--- src/rtl/cpu_mc_pkg.sv ---
// Shared definitions for the cpu_mc multi-cycle RV32I core: FSM states, instruction
// classes, alucode values, and the decode/ALU/branch helpers used by the top.
package cpu_mc_pkg;

  typedef enum logic [2:0] {S_FETCH, S_DECODE, S_EXEC, S_MEM, S_WB, S_HALT} state_e;

  typedef enum logic [3:0] {
    OP_NOP, OP_ALU, OP_LUI, OP_AUIPC, OP_JAL, OP_JALR, OP_BRANCH, OP_LOAD, OP_STORE, OP_HALT
  } optype_e;

  // Bits [2:0] of an alucode are funct3, so memory and branch codes index directly.
  localparam logic [5:0] ALU_ADD  = 6'h00, ALU_SLL  = 6'h01, ALU_SLT  = 6'h02, ALU_SLTU = 6'h03;
  localparam logic [5:0] ALU_XOR  = 6'h04, ALU_SRL  = 6'h05, ALU_OR   = 6'h06, ALU_AND  = 6'h07;
  localparam logic [5:0] ALU_SUB  = 6'h08, ALU_SRA  = 6'h0D;
  localparam logic [5:0] ALU_BEQ  = 6'h10, ALU_BNE  = 6'h11, ALU_BLT  = 6'h14, ALU_BGE  = 6'h15;
  localparam logic [5:0] ALU_BLTU = 6'h16, ALU_BGEU = 6'h17;
  localparam logic [5:0] ALU_LB   = 6'h20, ALU_LH   = 6'h21, ALU_LW   = 6'h22, ALU_LBU  = 6'h24;
  localparam logic [5:0] ALU_LHU  = 6'h25, ALU_SB   = 6'h28, ALU_SH   = 6'h29, ALU_SW   = 6'h2A;

  typedef struct packed {
    optype_e     op;
    logic [5:0]  alucode;
    logic [4:0]  rd;
    logic [4:0]  rs1;
    logic [4:0]  rs2;
    logic [31:0] imm;
    logic        use_imm;
    logic        reg_we;
  } dec_t;

  function automatic dec_t decode(input logic [31:0] ir);
    dec_t d;
    d.op      = OP_NOP;
    d.alucode = ALU_ADD;
    d.rd      = ir[11:7];
    d.rs1     = ir[19:15];
    d.rs2     = ir[24:20];
    d.imm     = {{20{ir[31]}}, ir[31:20]};
    d.use_imm = 1'b1;
    d.reg_we  = 1'b0;
    case (ir[6:0])
      7'b0110011: begin
        d.op = OP_ALU; d.use_imm = 1'b0; d.reg_we = 1'b1;
        d.alucode = {2'b00, ir[30], ir[14:12]};
      end
      7'b0010011: begin
        d.op = OP_ALU; d.reg_we = 1'b1;
        d.alucode = {2'b00, (ir[14:12] == 3'b101) & ir[30], ir[14:12]};
      end
      7'b0110111: begin d.op = OP_LUI;   d.reg_we = 1'b1; d.imm = {ir[31:12], 12'b0}; end
      7'b0010111: begin d.op = OP_AUIPC; d.reg_we = 1'b1; d.imm = {ir[31:12], 12'b0}; end
      7'b1101111: begin
        d.op = OP_JAL; d.reg_we = 1'b1;
        d.imm = {{12{ir[31]}}, ir[19:12], ir[20], ir[30:21], 1'b0};
      end
      7'b1100111: begin d.op = OP_JALR; d.reg_we = 1'b1; end
      7'b1100011: begin
        d.op = OP_BRANCH; d.alucode = {3'b010, ir[14:12]};
        d.imm = {{20{ir[31]}}, ir[7], ir[30:25], ir[11:8], 1'b0};
      end
      7'b0000011: begin d.op = OP_LOAD; d.reg_we = 1'b1; d.alucode = {3'b100, ir[14:12]}; end
      7'b0100011: begin
        d.op = OP_STORE; d.alucode = {3'b101, ir[14:12]};
        d.imm = {{20{ir[31]}}, ir[31:25], ir[11:7]};
      end
      7'b1110011: d.op = OP_HALT;
      default: ;
    endcase
    return d;
  endfunction

  function automatic logic [31:0] alu(input logic [5:0] code, input logic [31:0] a,
                                      input logic [31:0] b);
    logic [31:0] r;
    case (code)
      ALU_SUB:  r = a - b;
      ALU_SLL:  r = a << b[4:0];
      ALU_SLT:  r = {31'b0, $signed(a) < $signed(b)};
      ALU_SLTU: r = {31'b0, a < b};
      ALU_XOR:  r = a ^ b;
      ALU_SRL:  r = a >> b[4:0];
      ALU_SRA:  r = $unsigned($signed(a) >>> b[4:0]);
      ALU_OR:   r = a | b;
      ALU_AND:  r = a & b;
      default:  r = a + b;
    endcase
    return r;
  endfunction

  function automatic logic br_taken(input logic [2:0] f3, input logic [31:0] a,
                                    input logic [31:0] b);
    case (f3)
      3'b000:  return a == b;
      3'b001:  return a != b;
      3'b100:  return $signed(a) < $signed(b);
      3'b101:  return $signed(a) >= $signed(b);
      3'b110:  return a < b;
      3'b111:  return a >= b;
      default: return 1'b0;
    endcase
  endfunction

endpackage

--- src/rtl/cpu_mc_ctrl.sv ---
// Sequencer for cpu_mc: walks FETCH/DECODE/EXEC/MEM/WB/HALT, drives the bus request
// strobes and the datapath latch enables.
module cpu_mc_ctrl
  import cpu_mc_pkg::*;
(
  input  logic clk_i,
  input  logic rst_i,
  input  logic imem_ready_i,
  input  logic dmem_ready_i,
  input  logic uart_ready_i,
  input  logic is_mem_i,
  input  logic is_uart_i,
  input  logic is_halt_i,
  output logic imem_req_o,
  output logic dmem_req_o,
  output logic uart_valid_o,
  output logic halted_o,
  output logic ir_en_o,
  output logic op_en_o,
  output logic ex_en_o,
  output logic ld_en_o,
  output logic wb_en_o
);

  state_e state_q, state_d;

  always_ff @(posedge clk_i or posedge rst_i) begin
    if (rst_i) state_q <= S_FETCH;
    else       state_q <= state_d;
  end

  always_comb begin
    // NOTE: every output gets a default before the case so no path infers a latch.
    state_d      = state_q;
    imem_req_o   = 1'b0;
    dmem_req_o   = 1'b0;
    uart_valid_o = 1'b0;
    halted_o     = 1'b0;
    ir_en_o      = 1'b0;
    op_en_o      = 1'b0;
    ex_en_o      = 1'b0;
    ld_en_o      = 1'b0;
    wb_en_o      = 1'b0;
    case (state_q)
      S_FETCH: begin
        imem_req_o = 1'b1;
        if (imem_ready_i) begin
          ir_en_o = 1'b1;
          state_d = S_DECODE;
        end
      end
      S_DECODE: begin op_en_o = 1'b1; state_d = S_EXEC; end
      S_EXEC:   begin ex_en_o = 1'b1; state_d = is_mem_i ? S_MEM : S_WB; end
      S_MEM: begin
        if (is_uart_i) begin
          uart_valid_o = 1'b1;
          if (uart_ready_i) state_d = S_WB;
        end else begin
          dmem_req_o = 1'b1;
          ld_en_o    = dmem_ready_i;
          if (dmem_ready_i) state_d = S_WB;
        end
      end
      S_WB:   begin wb_en_o = 1'b1; state_d = is_halt_i ? S_HALT : S_FETCH; end
      S_HALT: halted_o = 1'b1;
      default: state_d = S_FETCH;
    endcase
    // Strobes must fall the moment reset rises, not at the next clock.
    if (rst_i) begin
      imem_req_o   = 1'b0;
      dmem_req_o   = 1'b0;
      uart_valid_o = 1'b0;
    end
  end

endmodule

--- src/rtl/cpu_mc.sv ---
// cpu_mc: multi-cycle RV32I core with separate instruction/data handshakes and a
// memory-mapped UART byte port at UART_ADDR.
module cpu_mc
  import cpu_mc_pkg::*;
#(
  parameter logic [31:0] RESET_PC  = 32'h0000_0000,
  parameter logic [31:0] UART_ADDR = 32'hF600_0000,
  parameter int          RETIRE_W  = 32
) (
  input  logic                clk,
  input  logic                rst,
  output logic                imem_req,
  output logic [31:0]         imem_addr,
  input  logic                imem_ready,
  input  logic [31:0]         imem_rdata,
  output logic                dmem_req,
  output logic                dmem_we,
  output logic [31:0]         dmem_addr,
  output logic [31:0]         dmem_wdata,
  output logic [5:0]          dmem_alucode,
  input  logic                dmem_ready,
  input  logic [31:0]         dmem_rdata,
  output logic                uart_valid,
  output logic [7:0]          uart_data,
  input  logic                uart_ready,
  output logic                halted,
  output logic [RETIRE_W-1:0] retired
);

  logic [31:0] pc_q, ir_q, rs1_q, rs2_q, res_q, npc_q, ld_q;
  logic [31:0] res_d, npc_d;
  logic [31:0] rf_q [32];
  logic [RETIRE_W-1:0] retired_q;
  dec_t dec;
  logic is_load, is_store, is_uart;
  logic ir_en, op_en, ex_en, ld_en, wb_en;

  assign dec      = decode(ir_q);
  assign is_load  = (dec.op == OP_LOAD);
  assign is_store = (dec.op == OP_STORE);
  assign is_uart  = is_store && (res_q == UART_ADDR);

  cpu_mc_ctrl u_ctrl (
    .clk_i        (clk),
    .rst_i        (rst),
    .imem_ready_i (imem_ready),
    .dmem_ready_i (dmem_ready),
    .uart_ready_i (uart_ready),
    .is_mem_i     (is_load | is_store),
    .is_uart_i    (is_uart),
    .is_halt_i    (dec.op == OP_HALT),
    .imem_req_o   (imem_req),
    .dmem_req_o   (dmem_req),
    .uart_valid_o (uart_valid),
    .halted_o     (halted),
    .ir_en_o      (ir_en),
    .op_en_o      (op_en),
    .ex_en_o      (ex_en),
    .ld_en_o      (ld_en),
    .wb_en_o      (wb_en)
  );

  // Loads and stores fall through to the default effective-address computation.
  always_comb begin
    res_d = rs1_q + dec.imm;
    npc_d = pc_q + 32'd4;
    case (dec.op)
      OP_ALU:    res_d = alu(dec.alucode, rs1_q, dec.use_imm ? dec.imm : rs2_q);
      OP_LUI:    res_d = dec.imm;
      OP_AUIPC:  res_d = pc_q + dec.imm;
      OP_JAL:    begin res_d = pc_q + 32'd4; npc_d = pc_q + dec.imm; end
      OP_JALR:   begin res_d = pc_q + 32'd4; npc_d = (rs1_q + dec.imm) & ~32'd1; end
      OP_BRANCH: if (br_taken(dec.alucode[2:0], rs1_q, rs2_q)) npc_d = pc_q + dec.imm;
      default: ;
    endcase
  end

  always_ff @(posedge clk or posedge rst) begin
    if (rst) begin
      pc_q      <= RESET_PC;
      ir_q      <= '0;
      rs1_q     <= '0;
      rs2_q     <= '0;
      res_q     <= '0;
      npc_q     <= '0;
      ld_q      <= '0;
      retired_q <= '0;
    end else begin
      if (ir_en) ir_q <= imem_rdata;
      if (op_en) begin
        rs1_q <= rf_q[dec.rs1];
        rs2_q <= rf_q[dec.rs2];
      end
      if (ex_en) begin
        res_q <= res_d;
        npc_q <= npc_d;
      end
      if (ld_en) ld_q <= dmem_rdata;
      if (wb_en) begin
        pc_q      <= npc_q;
        retired_q <= retired_q + RETIRE_W'(1);
      end
    end
  end

  // NOTE: the register file is cleared by reset, so it is a flop array reset entry by
  // entry rather than an inferred RAM; entry 0 is never written and so always reads 0.
  always_ff @(posedge clk or posedge rst) begin
    if (rst) begin
      for (int i = 0; i < 32; i++) rf_q[i] <= '0;
    end else if (wb_en && dec.reg_we && (dec.rd != 5'd0)) begin
      rf_q[dec.rd] <= is_load ? ld_q : res_q;
    end
  end

  assign imem_addr    = pc_q;
  assign dmem_we      = dmem_req & is_store;
  assign dmem_addr    = dmem_req ? res_q : '0;
  assign dmem_wdata   = dmem_req ? rs2_q : '0;
  assign dmem_alucode = dmem_req ? dec.alucode : '0;
  assign uart_data    = uart_valid ? rs2_q[7:0] : '0;
  assign retired      = retired_q;

endmodule

--- config.mk ---
export PLATFORM = sky130hd
export DESIGN_NAME = cpu_mc
export DESIGN_NICKNAME = d
export VERILOG_FILES = /design/src/rtl/cpu_mc_pkg.sv /design/src/rtl/cpu_mc_ctrl.sv /design/src/rtl/cpu_mc.sv
export SDC_FILE = /design/constraint.sdc
export NUM_CORES = 2
export LEC_CHECK = 0
export BUFFER_PORTS_ARGS = -buffer_cell sky130_fd_sc_hd__buf_4
export CAP_MARGIN = 40
export CORE_UTILIZATION = 50
export DETAILED_ROUTE_END_ITERATION = 16
export PLACE_DENSITY = 0.76
export SLEW_MARGIN = 20
export SYNTH_ARGS = -nofsm -noshare
export SYNTH_HDL_FRONTEND = slang
export SYNTH_SLANG_ARGS = --single-unit
export TNS_END_PERCENT = 1
--- constraint.sdc ---
create_clock -name clk -period 125.6 [get_ports clk]
set_input_delay 18.84 -clock clk [delete_from_list [all_inputs] [get_ports clk]]
set_output_delay 18.84 -clock clk [all_outputs]
set_load 0.03 [all_outputs]
After elaboration in Yosys (flattened, before gate mapping)
Index checks and enable logic that the tools add are counted.
- register bits: 1283
- input port bits: 69
- output and inout port bits: 147
- word-level logic and storage cells: 175
- add/subtract/negate cells: 6
- order comparisons: 10
- equality and inequality tests: 45
- shift-type cells: 3
- multiplexer cells: 48
- bitwise logic cells: 10
- reduce and logical (&&, ||, !) cells: 12
- operator list (operator ; number):
    $bwmux 1024 ; 1
    $bmux 32 s5 ; 2
    $mux 32 ; 10
    $pmux 32 s9 ; 1
    $demux 32 s5 ; 1
    $lt 32x32->1 ; 4
    $pmux 32 s4 ; 1
    $pmux 31 s4 ; 1
    $add 32x32->32 ; 3
    $pmux 32 s3 ; 1
    $ge 32x32->1 ; 2
    $pmux 4 s9 ; 1
    $add 32x1->32 const B ; 1
    $add 32x3->32 const B ; 1
    $and 32x32->32 ; 1
    $eq 32x32->1 ; 1
    $eq 32x32->1 const B ; 1
    $ne 32x32->1 ; 1
    $or 32x32->32 ; 1
    $shl 32x5->32 ; 1
    $shr 32x5->32 ; 1
    $sshr 32x5->32 ; 1
    $sub 32x32->32 ; 1
    $xor 32x32->32 ; 1
    36 further kinds ; 94

Logic depth before layout (Yosys ltp)
- depth in word-level cells: 9
- gate-level depth with buffers: 24
- mapped depth without buffers: 20

By module
From an unflattened synthesis, not the netlist that was laid out.
- cell total of the unflattened synthesis: 7775
- area, all modules: 78899.4 um^2
- modules (own cells, without submodules) (module ; instances ; cells an instance ; area each (um^2) ; sequential area each (um^2)):
    cpu_mc ; 1 ; 7735 ; 78579.1 ; 32030.7
    cpu_mc_ctrl ; 1 ; 40 ; 320.3 ; 75.1

Least setup slack after synthesis
No wires, ideal clock.
- kind: input to output
- start: in rst
- end: out dmem_alucode[3]
- arrival: 49.277 ns
- required time: 106.760 ns
- setup slack: 57.483 ns
- stages: 5
- buffers on the path: 1
- path through: inv_1 nand3_1 nor2_1 clkbuf_1 and2_1
- word-level cells in the longest chain between the ends: 2
- ends and longest elaborated chain (what ; RTL line ; text):
    from (decl) ; cpu_mc.sv:11 ; input logic rst,
    $mux 1 ; cpu_mc_ctrl.sv:69 ; if (rst_i) begin
    via dmem_req ; cpu_mc.sv:16 ; output logic dmem_req,
    $mux 6 ; cpu_mc.sv:120 ; assign dmem_alucode = dmem_req ? dec.alucode : '0;
    to (decl) ; cpu_mc.sv:20 ; output logic [5:0] dmem_alucode,
The timed path passes the listed nets, and every way through them passes these cells.

Final worst setup path
- start: in rst
- end: out dmem_alucode[2]
- word-level cells in the longest chain between the ends: 2
- ends and longest elaborated chain (what ; RTL line):
    $mux 1 ; cpu_mc_ctrl.sv:69
    $mux 6 ; cpu_mc.sv:120
Every way passes these cells.

==> out/summary.txt <==
Most frequent cell after synthesis = dfrtp_1
Period Utilization, post-route = 31.7%
Clock Tree Buf Depth = 3
Worst-Skew Late Latency = 810 ps
Largest net degree at the start of global routing = 168
Setup Crit Path Kind = in -> out
Die height = 398 um
Post-Layout Cell Count = 9848
Largest area contributor in the netlist = dfrtp_1
Core ar. = 155000 sq um
Top area cells in the synthesized netlist = dfrtp_1 41%, mux4_2 18%, a21oi_1 5.3%, nand2_1 4.5%, o21ai_0 4.4%
Post-synth top area share = 41.0%
Fin util = 56.8%
Initial Utilization = 50.6%
Clock Skew = 32.4 ps
Synth top cells by count = 1283 x dfrtp_1, 938 x nand2_1, 837 x nor2_1
Crit path capture type = output port
Vias in the first global route = 67300
Reg area = 32100 sq um
Final worst slack = 85820 ps
CTS root buffer = clkbuf_16
Total power = 2.27 mW
Leak = 38.2 nW
Num ports = 216
Max FO, Critical Path = 97
Remaining DRCs = 0
Post-place setup slack = 85760 ps
DRT Pass-1 Iters = 11
Required time worst endpoint = 106760 ps
Htree depth = 4
FMAX = 25.1 MHz
Layout Nets = 7944
Cells after DPL = 9578
Status = finished clean
HPWL after DPL = 207000 um
Die width = 398 um
GP Congestion = 1.10
DRT antenna net count = 0
Total GRT Usage = 38.1%
Syn Nets = 8046
GRT overflow = 0
RSZ-0062 raised after global routing = no
Max-cap viol count = 0
PwrDens = 25.8 nW/um^2
Fin crit period = 39780 ps
CTS tree = yes
Asr flop ratio synth = 100%
Top FF cell, synth = dfrtp_1
Critical Path Source Type = input pin
Fill cells = 12500
Netlist cell types = 89
Clk pin slew, worst setup/hold paths = 60 ps
Post CTS Setup Buffer Count = 0
Via count = 68600
Final Max Slew Viols = 0
Die Footprint = 158000 sq um
First-pass GRT wire length = 445000 um
Total CTS buffers = 140
Rows = 144
Worst slew pin tran = 1050 ps
Layout cells sized above 1 = 19.9%
Post-CTS Resized = 0
Synthesized area per cell = 10.1 sq um
EDFF count, synth = 0
HP Class = reg -> reg
DR vias/cell = 6.96
Warnings from Yosys = 0
CTS Sinks = 1283
Register area share after synthesis = 41.0%
Hold bufs inserted after CTS = 0
Synth Cell Area = 78300 sq um
Layout area overhead = 12.2%
Arr. time, crit path = 20940 ps
Post-Syn Instances = 7789
PortBufs = 215
Initial DRC Count = 9853
# setup viols final = 0
Final hold violations = 0
Rel. slew slack = 30.0%
Peak VDD IR = 0.0184 mV
Flops & latches, synth = 1283
Final wirelength = 304000 um
Antenna violations before repair = 8
Setup tns final = 0 ps
Mean routed wirelength per cell = 30.9 um
Area of the multi-input gates = 43300 sq um
## final cells by class
cell class,count,area share (%)
repair buffers,462,4.96
inverters,184,0.794
clock buffers,200,4.59
multi-input cells,5616,49.3
diodes,7,0.0199
clock inverters,52,0.902
well taps,2044,2.91
flip-flops and latches,1283,36.6
## critical path, stage by stage
cell and delay, ps:
buf_4 130, inv_8 400, nand3_2 270, buf_4 320
nor2_2 140, buf_4 350, and3_1 230, buf_4 160
## power breakdown
group | switching (mW) | internal (mW) | total, mW
clock | 0.180 | 0.258 | 0.438
combinational | 0.834 | 0.432 | 1.27
sequential | 0.0996 | 0.468 | 0.567
## final timing paths
path,from,endpoint,slack [ps],depth (start not counted)
hold reg to reg,rf_q[1011],rf_q[1011],390,0
hold / removal,rf_q[1011],rf_q[1011],390,0
min in group asynchronous,rst,rs1_q[7],18150,2
max in group asynchronous,rst,rf_q[415],105230,5
setup / recovery,rst,dmem_alucode[2],85820,8
setup reg to reg,ir_q[5],res_q[25],118230,18
## registers in the layout, indices dropped and copies added (netlist names)
register / cells
rs1_q: 32
rs2_q: 32
npc_q: 32
ld_q: 32
imem_addr: 32
retired: 32
res_q: 32
ir_q: 32
u_ctrl.state_q: 3
rf_q: 1024
## through the flow
| stage | hold slack, ps | instance area, sq um |
|---|---|---|
| after floorplan | 441 | 78300 |
| after global placement | 376 | 81700 |
| after detailed placement | 383 | 82800 |
| after CTS | 396 | 87600 |
| after global routing | 408 | 87900 |
| final | 392 | 87900 |
## metal layers
metal | wire, um | track usage [%] | up-vias
li1 | - | - | 28200
met1 | 109000 | 49.3 | 34000
met2 | 134000 | 55.9 | 5140
met4 | 20900 | 23.2 | 8
met3 | 40200 | 12.2 | 1211
met5 | 57 | 0 | -
## layout by cell type (no fill, tap or decap), types with 19 or more instances in the layout
cell	Yosys	routed
mux2i_2	0	28
o221ai_1	19	19
nor3_1	99	95
nand2_1	938	925
ha_1	185	185
xor2_1	53	53
mux2i_1	219	190
xnor2_1	109	109
nor4_1	25	23
and3_1	57	55
nor2_1	837	818
o211ai_1	25	25
buf_16	0	28
a31oi_1	87	87
buf_4	2	398
clkbuf_1	601	35
o21bai_1	33	33
nand3_1	103	102
a221o_1	21	21
o22ai_1	42	42
a221oi_1	38	38
a211oi_1	39	39
clkbuf_16	0	145
nand2b_1	23	22
mux2_2	105	105
buf_12	0	27
a21o_1	38	38
a21oi_1	835	831
clkinv_2	0	20
o21ai_0	686	686
inv_1	177	174
mux4_2	640	640
nand4_1	44	44
and2_1	56	56
clkbuf_8	0	20
dfrtp_1	1283	1272
## logic make-up after synthesis
kind of cell	synth area share, %
compound gates	14.9
xor+xnor	1.81
fa+ha+maj	3.03
buf+inv	4.31
flops	41.0
mux	22.7
simple gates	12.2
Note: power is estimated with default switching activity, not from simulation.
